==> src/rtl/mc_ctrl_fsm_pkg.sv <==
// Shared definitions for the multi-cycle MIPS control unit.
//   - 4-bit state encodings (also exported on the State debug port)
//   - instruction opcodes (IR[31:26])
//   - ALU operation codes, plus AluFunc (4'b1111) = "decode FuncCode"
// Optional feature macro: MC_CTRL_ILOGIC_EN adds ANDI/ORI/XORI/SLTI/SLTIU
// to the immediate-execute path.
package mc_ctrl_fsm_pkg;

  typedef enum logic [3:0] {
    StFetch  = 4'd0,
    StDecode = 4'd1,
    StMemAdr = 4'd2,
    StMemRd  = 4'd3,
    StMemWr  = 4'd4,
    StMemWb  = 4'd5,
    StRex    = 4'd6,
    StRwb    = 4'd7,
    StBr     = 4'd8,
    StJmp    = 4'd9,
    StIex    = 4'd10,
    StIwb    = 4'd11,
    StErr    = 4'd15
  } state_e;

  localparam logic [5:0] OpRtype = 6'b000000;
  localparam logic [5:0] OpJ     = 6'b000010;
  localparam logic [5:0] OpBeq   = 6'b000100;
  localparam logic [5:0] OpBne   = 6'b000101;
  localparam logic [5:0] OpAddi  = 6'b001000;
  localparam logic [5:0] OpAddiu = 6'b001001;
  localparam logic [5:0] OpSlti  = 6'b001010;
  localparam logic [5:0] OpSltiu = 6'b001011;
  localparam logic [5:0] OpAndi  = 6'b001100;
  localparam logic [5:0] OpOri   = 6'b001101;
  localparam logic [5:0] OpXori  = 6'b001110;
  localparam logic [5:0] OpLw    = 6'b100011;
  localparam logic [5:0] OpSw    = 6'b101011;

  localparam logic [3:0] AluAnd  = 4'd0;
  localparam logic [3:0] AluOr   = 4'd1;
  localparam logic [3:0] AluAdd  = 4'd2;
  localparam logic [3:0] AluAddu = 4'd3;
  localparam logic [3:0] AluXor  = 4'd4;
  localparam logic [3:0] AluSub  = 4'd6;
  localparam logic [3:0] AluSlt  = 4'd7;
  localparam logic [3:0] AluSltu = 4'd8;
  localparam logic [3:0] AluFunc = 4'b1111;

  // Opcodes that execute through IEX/IWB.
  function automatic logic is_iex_op(input logic [5:0] op);
    logic r;
    r = (op == OpAddi) || (op == OpAddiu);
`ifdef MC_CTRL_ILOGIC_EN
    r = r || (op == OpAndi) || (op == OpOri) || (op == OpXori) ||
         (op == OpSlti) || (op == OpSltiu);
`endif
    return r;
  endfunction

  // ALU operation used in IEX for a given immediate opcode.
  function automatic logic [3:0] iex_alu_op(input logic [5:0] op);
    logic [3:0] r;
    r = AluAdd;
    if (op == OpAddiu) r = AluAddu;
`ifdef MC_CTRL_ILOGIC_EN
    if (op == OpAndi)  r = AluAnd;
    if (op == OpOri)   r = AluOr;
    if (op == OpXori)  r = AluXor;
    if (op == OpSlti)  r = AluSlt;
    if (op == OpSltiu) r = AluSltu;
`endif
    return r;
  endfunction

endpackage

==> src/rtl/mc_mem_wait.sv <==
// Memory wait counter with timeout compare.
//   clk_i/rst_i  clock, asynchronous active-high reset
//   clr_i        clear the counter (not in a memory state, or transfer done)
//   en_i         count one more stalled cycle
//   timeout_o    this is the MaxWait-th consecutive stalled cycle
module mc_mem_wait #(
  parameter int unsigned MaxWait = 15
) (
  input  logic clk_i,
  input  logic rst_i,
  input  logic clr_i,
  input  logic en_i,
  output logic timeout_o
);

  localparam logic [7:0] LastCnt = 8'(MaxWait - 1);

  logic [7:0] cnt_q, cnt_d;

  always_comb begin
    cnt_d = cnt_q;
    if (clr_i) begin
      cnt_d = '0;
    end else if (en_i) begin
      cnt_d = cnt_q + 8'd1;
    end
  end

  always_ff @(posedge clk_i or posedge rst_i) begin
    if (rst_i) begin
      cnt_q <= '0;
    end else begin
      cnt_q <= cnt_d;
    end
  end

  // Counter holds the number of stalled cycles already seen, so the stall
  // that would make it MaxWait is the one that times out.
  assign timeout_o = en_i && (cnt_q == LastCnt);

endmodule

==> src/rtl/mc_ctrl_fsm.sv <==
// Multi-cycle MIPS control unit: sequences ALU, memory, IR, PC and register
// file one instruction at a time. Moore outputs decoded from the state
// register, except IRWrite/PCWrite in FETCH (qualified by MemReady) and
// PCWrite in BR (qualified by Zero).
// Ports: CLK, Reset (async, active-high), Opcode, Zero, MemReady in;
//   ALUop, ALUSrcA, ALUSrcB, IorD, MemRead, MemWrite, IRWrite, RegDst,
//   MemtoReg, RegWrite, PCWrite, PCSource, Error, State out.
// Optional feature macro: MC_CTRL_ILOGIC_EN (logical/compare immediates).
module mc_ctrl_fsm
  import mc_ctrl_fsm_pkg::*;
#(
  parameter int unsigned MEM_WAIT_MAX = 15
) (
  input  logic       CLK,
  input  logic       Reset,
  input  logic [5:0] Opcode,
  input  logic       Zero,
  input  logic       MemReady,
  output logic [3:0] ALUop,
  output logic       ALUSrcA,
  output logic [1:0] ALUSrcB,
  output logic       IorD,
  output logic       MemRead,
  output logic       MemWrite,
  output logic       IRWrite,
  output logic       RegDst,
  output logic       MemtoReg,
  output logic       RegWrite,
  output logic       PCWrite,
  output logic [1:0] PCSource,
  output logic       Error,
  output logic [3:0] State
);

  state_e     state_q, state_d;
  logic [5:0] op_q, op_d;  // opcode captured in DECODE for later states
  logic       mem_state;
  logic       timeout;

  assign mem_state = (state_q == StFetch) || (state_q == StMemRd) || (state_q == StMemWr);

  mc_mem_wait #(
    .MaxWait (MEM_WAIT_MAX)
  ) u_mem_wait (
    .clk_i     (CLK),
    .rst_i     (Reset),
    .clr_i     (!mem_state || MemReady),
    .en_i      (mem_state && !MemReady),
    .timeout_o (timeout)
  );

  always_ff @(posedge CLK or posedge Reset) begin
    if (Reset) begin
      state_q <= StFetch;
      op_q    <= '0;
    end else begin
      state_q <= state_d;
      op_q    <= op_d;
    end
  end

  // Next state. A completed transfer takes priority over a timeout.
  always_comb begin
    state_d = state_q;
    op_d    = op_q;
    unique case (state_q)
      StFetch: begin
        if (MemReady)     state_d = StDecode;
        else if (timeout) state_d = StErr;
      end
      StDecode: begin
        op_d = Opcode;
        if ((Opcode == OpLw) || (Opcode == OpSw))        state_d = StMemAdr;
        else if (Opcode == OpRtype)                      state_d = StRex;
        else if ((Opcode == OpBeq) || (Opcode == OpBne)) state_d = StBr;
        else if (Opcode == OpJ)                          state_d = StJmp;
        else if (is_iex_op(Opcode))                      state_d = StIex;
        else                                             state_d = StErr;
      end
      StMemAdr: state_d = (op_q == OpSw) ? StMemWr : StMemRd;
      StMemRd: begin
        if (MemReady)     state_d = StMemWb;
        else if (timeout) state_d = StErr;
      end
      StMemWr: begin
        if (MemReady)     state_d = StFetch;
        else if (timeout) state_d = StErr;
      end
      StMemWb: state_d = StFetch;
      StRex:   state_d = StRwb;
      StRwb:   state_d = StFetch;
      StBr:    state_d = StFetch;
      StJmp:   state_d = StFetch;
      StIex:   state_d = StIwb;
      StIwb:   state_d = StFetch;
      default: state_d = StErr;
    endcase
  end

  always_comb begin
    ALUop    = AluAdd;
    ALUSrcA  = 1'b0;
    ALUSrcB  = 2'd0;
    IorD     = 1'b0;
    MemRead  = 1'b0;
    MemWrite = 1'b0;
    IRWrite  = 1'b0;
    RegDst   = 1'b0;
    MemtoReg = 1'b0;
    RegWrite = 1'b0;
    PCWrite  = 1'b0;
    PCSource = 2'd0;
    Error    = 1'b0;
    unique case (state_q)
      StFetch: begin
        MemRead = 1'b1;
        ALUSrcB = 2'd1;
        IRWrite = MemReady;
        PCWrite = MemReady;
      end
      StDecode: ALUSrcB = 2'd3;
      StMemAdr: begin
        ALUSrcA = 1'b1;
        ALUSrcB = 2'd2;
      end
      StMemRd: begin
        IorD    = 1'b1;
        MemRead = 1'b1;
      end
      StMemWr: begin
        IorD     = 1'b1;
        MemWrite = 1'b1;
      end
      StMemWb: begin
        MemtoReg = 1'b1;
        RegWrite = 1'b1;
      end
      StRex: begin
        ALUSrcA = 1'b1;
        ALUop   = AluFunc;
      end
      StRwb: begin
        RegDst   = 1'b1;
        RegWrite = 1'b1;
      end
      StBr: begin
        ALUSrcA  = 1'b1;
        ALUop    = AluSub;
        PCSource = 2'd1;
        PCWrite  = (op_q == OpBne) ? !Zero : Zero;
      end
      StJmp: begin
        PCWrite  = 1'b1;
        PCSource = 2'd2;
      end
      StIex: begin
        ALUSrcA = 1'b1;
        ALUSrcB = 2'd2;
        ALUop   = iex_alu_op(op_q);
      end
      StIwb:   RegWrite = 1'b1;
      StErr:   Error = 1'b1;
      default: Error = 1'b1;
    endcase
  end

  assign State = state_q;

endmodule
==> config.mk <==
export PLATFORM = sky130hd
export DESIGN_NAME = mc_ctrl_fsm
export DESIGN_NICKNAME = d
export VERILOG_FILES = /design/src/rtl/mc_ctrl_fsm_pkg.sv /design/src/rtl/mc_mem_wait.sv /design/src/rtl/mc_ctrl_fsm.sv
export SDC_FILE = /design/constraint.sdc
export NUM_CORES = 1
export LEC_CHECK = 0
export CORE_MARGIN = 2
export CORE_UTILIZATION = 51
export DETAILED_ROUTE_END_ITERATION = 16
export PLACE_DENSITY = 0.86
export SLEW_MARGIN = 25
export SYNTH_ARGS = -nofsm -noshare
export SYNTH_HDL_FRONTEND = slang
export SYNTH_SLANG_ARGS = --single-unit
==> constraint.sdc <==
create_clock -name CLK -period 4.1 [get_ports CLK]
set_input_delay 0.82 -clock CLK [delete_from_list [all_inputs] [get_ports CLK]]
set_output_delay 0.82 -clock CLK [all_outputs]
set_load 0.02 [all_outputs]
==> impl_metrics.env, run 1 <==
export IMPL_status="complete, no violations"
export IMPL_layout_commonest_cell="clkdlybuf4s50_1"
export IMPL_powerDensity_nw_per_um2=204.5
export IMPL_hold_ws_ns=0.5247
export IMPL_drv_cap=0
export IMPL_critPathArrivalTime_ns=2.42
export IMPL_cts_root_buf="clkbuf_4"
export IMPL_cts_tree="yes"
export IMPL_vias=1084
export IMPL_fillers=194
export IMPL_grt_overflow_total=0
export IMPL_path_max_fanout=3
export IMPL_io_buffers=30
export IMPL_totalPowerFinal_uw=308.6
export IMPL_wl_per_cell_um=13.72
export IMPL_grt_pass1_wl_um=4333
export IMPL_reg2reg_from="State[2]$_DFF_PP0_"
export IMPL_cp_required_ns=3.28
export IMPL_die_h_um=52.53
export IMPL_grt_max_degree=19
export IMPL_critical_path_class="reg2out"
export IMPL_synth_edff_count=0
export IMPL_slew_headroom=0.5673
export IMPL_grt_antenna_before_repair=0
export IMPL_endpoint_kind="output port"
export IMPL_grt_util_all_layers=0.2145
export IMPL_drive_above_1_share=0.08696
export IMPL_cts_resized=0
export IMPL_maxSlewViolCount=0
export IMPL_min_path_type="reg2reg"
export IMPL_post_route_min_period_ns=3.237
export IMPL_drc=0
export IMPL_rsz0062_at_grt="no"
export IMPL_synth_main_ff_cell="dfrtp_1"
export IMPL_yosysSeqAreaShare=0.3750
export IMPL_dp_slack_ns=0.9515
export IMPL_startpoint_type="flop"
export IMPL_grt_pass1_vias=1002
export IMPL_r2r_end="State[0]$_DFF_PP0_"
export IMPL_multi_input_area_um2=668.1
export IMPL_place_gp_congestion=0.7892
export IMPL_first_pass_iters=4
export IMPL_syn_to_final_growth_pct=25.63
export IMPL_cp_endpoint="PCWrite"
export IMPL_cts_buffers=3
export IMPL_fin_cells=189
export IMPL_register_area_um2=450.4
export IMPL_ys_warn_count=0
export IMPL_async_flop_share=1.000
export IMPL_holdBufCountCts=0
export IMPL_io_pins=32
export IMPL_clk_latency_ns=0.30
export IMPL_finalNetCount=174
export IMPL_fmax_mhz=308.9
export IMPL_ir_drop_mv=0.1938
export IMPL_coreArea_um2=2212
export IMPL_period_share=0.7895
export IMPL_reg2regPathDepth=5
export IMPL_clkSinkCount=18
export IMPL_mostFrequentLayoutCells="clkdlybuf4s50_1 (30), nor2_1 (23), dfrtp_1 (18), nand2_1 (10), mux2_2 (6)"
export IMPL_htreeDepth=1
export IMPL_setup_viol=0
export IMPL_num_rows=17
export IMPL_leakage_nw=0.5821
export IMPL_reg2reg_slack_ns=2.08
export IMPL_ant_nets=0
export IMPL_die_area_um2=2759
export IMPL_synth_distinct_cells=46
export IMPL_synth_seq_cells=18
export IMPL_crit_path_start="op_q[5]$_DFFE_PP0P_"
export IMPL_path_clk_slew_ns=0.09
export IMPL_setup_slack_ns=0.8631
export IMPL_tightest_slew_ns=0.6483
export IMPL_syn_num_nets=148
export IMPL_synth_area_per_cell_um2=8.832
export IMPL_die_w_um=52.53
export IMPL_wl_um=2594
export IMPL_drt_first_iter_violations=17
export IMPL_avgViaCountPerCell=5.735
export IMPL_synthCells=136
export IMPL_start_util=0.5430
export IMPL_hold_violations=0
export IMPL_dp_cells=185
export IMPL_hpwl_um=2065
export IMPL_postCtsSetupBuffers=0
export IMPL_finClkSkew_ns=0.0006292
export IMPL_fin_tns_setup_ns=0
export IMPL_netlist_area_um2=1201
export IMPL_antenna_cells=0
export IMPL_clk_path_buf_depth=2
## worst min-delay path by stage
stage                                  start                       endpoint  slack, ns  cells past startpoint
6_report       u_mem_wait.cnt_q[0]$_DFF_PP0_  u_mem_wait.cnt_q[0]$_DFF_PP0_       0.52                      1
5_1_grt                  op_q[4]$_DFFE_PP0P_            op_q[4]$_DFFE_PP0P_       0.57                      1
4_1_cts        u_mem_wait.cnt_q[0]$_DFF_PP0_  u_mem_wait.cnt_q[0]$_DFF_PP0_       0.52                      1
3_5_place_dp   u_mem_wait.cnt_q[0]$_DFF_PP0_  u_mem_wait.cnt_q[0]$_DFF_PP0_       0.51                      1
3_3_place_gp   u_mem_wait.cnt_q[0]$_DFF_PP0_  u_mem_wait.cnt_q[0]$_DFF_PP0_       0.50                      1
2_1_floorplan  u_mem_wait.cnt_q[0]$_DFF_PP0_  u_mem_wait.cnt_q[0]$_DFF_PP0_       0.47                      1
## metrics by stage
step / instance area, um^2 / util
global placement: 1473 / 0.6657
finish: 1509 / 0.6821
CTS: 1509 / 0.6821
global route: 1509 / 0.6821
detailed placement: 1473 / 0.6657
floorplan: 1201 / -
## sequential cells by signal, summed over array words and instances (netlist names)
register,count
State,4
op_q,6
u_mem_wait.cnt_q,8
## power by group
part           internal [mW]  switching (mW)  total, mW
clock network         0.0543          0.0541      0.108
registers              0.177               0      0.177
logic                 0.0108          0.0122     0.0229
## layout make-up
type | instances | area share
inverters | 5 | 0.01244
clock buffers | 4 | 0.02405
repair buffers | 30 | 0.1990
well taps | 28 | 0.02322
flip-flops and latches | 18 | 0.2985
multi-input cells | 104 | 0.4428
## synth_stat cells (3+ instances only)
master	number	share of area
xor2_1	4	0.029
inv_1	4	0.012
buf_6	3	0.028
mux2_2	6	0.056
xnor2_1	3	0.022
o22ai_1	3	0.016
o21ai_0	4	0.017
nand2_1	10	0.031
nand3_1	4	0.017
o311ai_0	3	0.022
clkbuf_1	4	0.012
nor2_1	23	0.072
a21oi_1	4	0.017
dfrtp_1	18	0.37
nor3_1	3	0.012
## routing by layer
| layer | track usage | wire length (um) | up-vias |
|---|---|---|---|
| li1 | - | - | 539 |
| met4 | 0.1026 | 75 | 0 |
| met1 | 0.2390 | 1090 | 504 |
| met5 | 0 | 0 | - |
| met3 | 0.03714 | 127 | 9 |
| met2 | 0.3896 | 1300 | 32 |
## critical path: stages, from the launching register on
cell             delay [ns]
dfrtp_1                0.41
nor4b_1                0.44
nand3b_1               0.16
xnor2_1                0.17
nor2_1                 0.06
o32ai_1                0.22
clkdlybuf4s50_1        0.64
## cell families (layout without fill, tap and decap cells)
| group | after synthesis | in the layout | synth area share |
|---|---|---|---|
| other | 1 | 1 | 0.003122 |
| buffers and inverters | 14 | 39 | 0.06873 |
| AND/OR/NAND/NOR | 62 | 62 | 0.2688 |
| multiplexers | 7 | 7 | 0.06458 |
| flip-flops | 18 | 18 | 0.3750 |
| adder cells (fa/ha/maj) | 2 | 2 | 0.02083 |
| AO/OA/AOI/OAI | 25 | 25 | 0.1479 |
| XOR/XNOR | 7 | 7 | 0.05104 |
(Power assumes the default switching activity.)
==> run 2: changes to the inputs <==
CORE_UTILIZATION = 43   (was 51)
PLACE_DENSITY = 0.77   (was 0.86)
clock period = 2.6 ns   (was 4.1 ns; I/O delays follow)
==> run 2 against run 1 <==
Net effect:
- clock skew rose by 0.0010 ns
- critical path depth down 3
- worst hold slack got worse by 0.0019 ns
==> impl_metrics.env, run 2 (synthesis results as in run 1) <==
export IMPL_p_int_uw=382.8
export IMPL_fin_tns_setup_ns=0
export IMPL_layout_commonest_cell="clkdlybuf4s50_1"
export IMPL_post_route_min_period_ns=2.497
export IMPL_drt_first_iter_violations=35
export IMPL_path_clk_slew_ns=0.10
export IMPL_avgViaCountPerCell=5.574
export IMPL_ant_nets=0
export IMPL_finalNetCount=177
export IMPL_cts_buffers=3
export IMPL_syn_to_final_growth_pct=28.65
export IMPL_grt_pass1_wl_um=4767
export IMPL_switching_share=0.2102
export IMPL_p_sw_uw=101.9
export IMPL_drive_above_1_share=0.1341
export IMPL_status="complete, no violations"
export IMPL_leakage_nw=0.6368
export IMPL_grt_util_all_layers=0.1887
export IMPL_cts_root_buf="clkbuf_4"
export IMPL_powerDensity_nw_per_um2=313.7
export IMPL_finalInstanceArea_um2=1545
export IMPL_period_share=0.9604
export IMPL_hpwl_um=2165
export IMPL_critical_path_class="reg2out"
export IMPL_tightest_slew_ns=0.6685
export IMPL_die_area_um2=3232
export IMPL_grt_max_degree=19
export IMPL_rsz0062_at_grt="no"
export IMPL_io_pins=32
export IMPL_endpoint_kind="output port"
export IMPL_fillers=255
export IMPL_largest_reg_flops=8
export IMPL_min_path_type="reg2reg"
export IMPL_clkSinkCount=18
export IMPL_top_register="u_mem_wait.cnt_q"
export IMPL_maxSlewViolCount=0
export IMPL_drv_cap=0
export IMPL_cts_tree="yes"
export IMPL_drc=0
export IMPL_grt_pass1_vias=1033
export IMPL_setup_viol=0
export IMPL_crit_chain="or2_1, o22ai_1, clkdlybuf4s50_1"
export IMPL_clk_latency_ns=0.28
export IMPL_die_w_um=56.85
export IMPL_first_pass_iters=4
export IMPL_grt_antenna_before_repair=0
export IMPL_ir_drop_mv=0.3166
export IMPL_fmax_mhz=400.5
export IMPL_vias=1087
export IMPL_place_gp_congestion=0.8560
export IMPL_path_max_fanout=10
export IMPL_startpoint_type="flop"
export IMPL_critPathArrivalTime_ns=1.98
export IMPL_cp_required_ns=2.08
export IMPL_coreArea_um2=2710
export IMPL_io_buffers=30
export IMPL_slowest_stage="clkdlybuf4s50_1"
export IMPL_num_rows=19
export IMPL_start_util=0.4432
export IMPL_mostFrequentLayoutCells="clkdlybuf4s50_1 (27), nor2_1 (23), dfrtp_1 (15), nand2_1 (10), mux2_2 (6)"
export IMPL_cpPeakStageDelay_ns=0.63
export IMPL_clk_path_buf_depth=2
export IMPL_hold_violations=0
export IMPL_seqPwrFrac=0.577
export IMPL_min_path_cells=1
export IMPL_totalPowerFinal_uw=484.7
export IMPL_htreeDepth=1
export IMPL_grt_overflow_total=0
export IMPL_wl_um=2844
export IMPL_p_comb_frac=0.076
export IMPL_hold_ws_ns=0.5228
export IMPL_reg2regPathDepth=5
export IMPL_place_area_um2=1499
export IMPL_antenna_cells=0
export IMPL_clockPowerShare=0.347
export IMPL_die_h_um=56.85
export IMPL_slew_headroom=0.5538
export IMPL_finClkSkew_ns=0.001656
export IMPL_wl_per_cell_um=14.58
[run 2: changes by cell type in the layout (fill, tap and decap cells not counted), sizes merged]
cell,change
clkdlybuf4s50,-3
clkbuf,+1
dlymetal6s2s,+2
buf,+3
[run 2: per-layer routing]
metal / routed length (um) / track usage / share of wire
met4: 10 / 0.06645 / 0.0035
met5: 0 / 0 / 0
met2: 1521 / 0.3571 / 0.53
met3: 120 / 0.01613 / 0.042
met1: 1192 / 0.2193 / 0.42
[run 2: layout make-up]
type                       count  area, um^2  area share
multi-input combinational    104       674.4      0.4364
tap                           31       38.79     0.02510
timing repair buffer          33       322.8      0.2089
inverter                       5       18.77     0.01215
clock buffer                   4       36.28     0.02348
sequential                    18       454.2      0.2939
[run 2: critical path, delay by kind of cell, from the launching register on]
| family | cells | cell delay [ns] |
|---|---|---|
| simple gates | 1 | 0.35 |
| buf+inv | 1 | 0.63 |
| compound gates | 1 | 0.21 |
| flops | 1 | 0.50 |
[run 2: power groups by stage]
stage	combinational (mW)	sequential (mW)	clock [mW]
after floorplan	0.0155	0.285	0
after global placement	0.0361	0.285	0
after detailed placement	0.0371	0.285	0
after CTS	0.0371	0.280	0.176
after global routing	0.0415	0.280	0.189
final	0.0370	0.280	0.168
[run 2: path summary, 6_finish.rpt]
path,slack (ns),endpoint,from
max,0.10,ALUop[2],State[1]$_DFF_PP0_
min,0.52,u_mem_wait.cnt_q[0]$_DFF_PP0_,u_mem_wait.cnt_q[0]$_DFF_PP0_
max reg2reg,0.60,State[0]$_DFF_PP0_,State[1]$_DFF_PP0_
min reg2reg,0.52,u_mem_wait.cnt_q[0]$_DFF_PP0_,u_mem_wait.cnt_q[0]$_DFF_PP0_
max in group asynchronous,1.52,State[1]$_DFF_PP0_,Reset
min in group asynchronous,0.62,op_q[1]$_DFFE_PP0P_,Reset
[run 2: metrics by stage]
stage	cells	setup WS (ns)	utilization
6_report	195	0.1029	0.5702
5_1_grt	195	0.0008940	0.5702
4_1_cts	195	0.008342	0.5683
3_5_place_dp	191	0.02192	0.5531
3_3_place_gp	191	0.04568	0.5531
2_1_floorplan	136	0.4372	-
[run 2: repair_timing]
item                       CTS  global route
buffers inserted             0             0
resized for setup            2             8
hold buffers                 0             0
cloned                       0             0
setup endpoints to repair    2            12
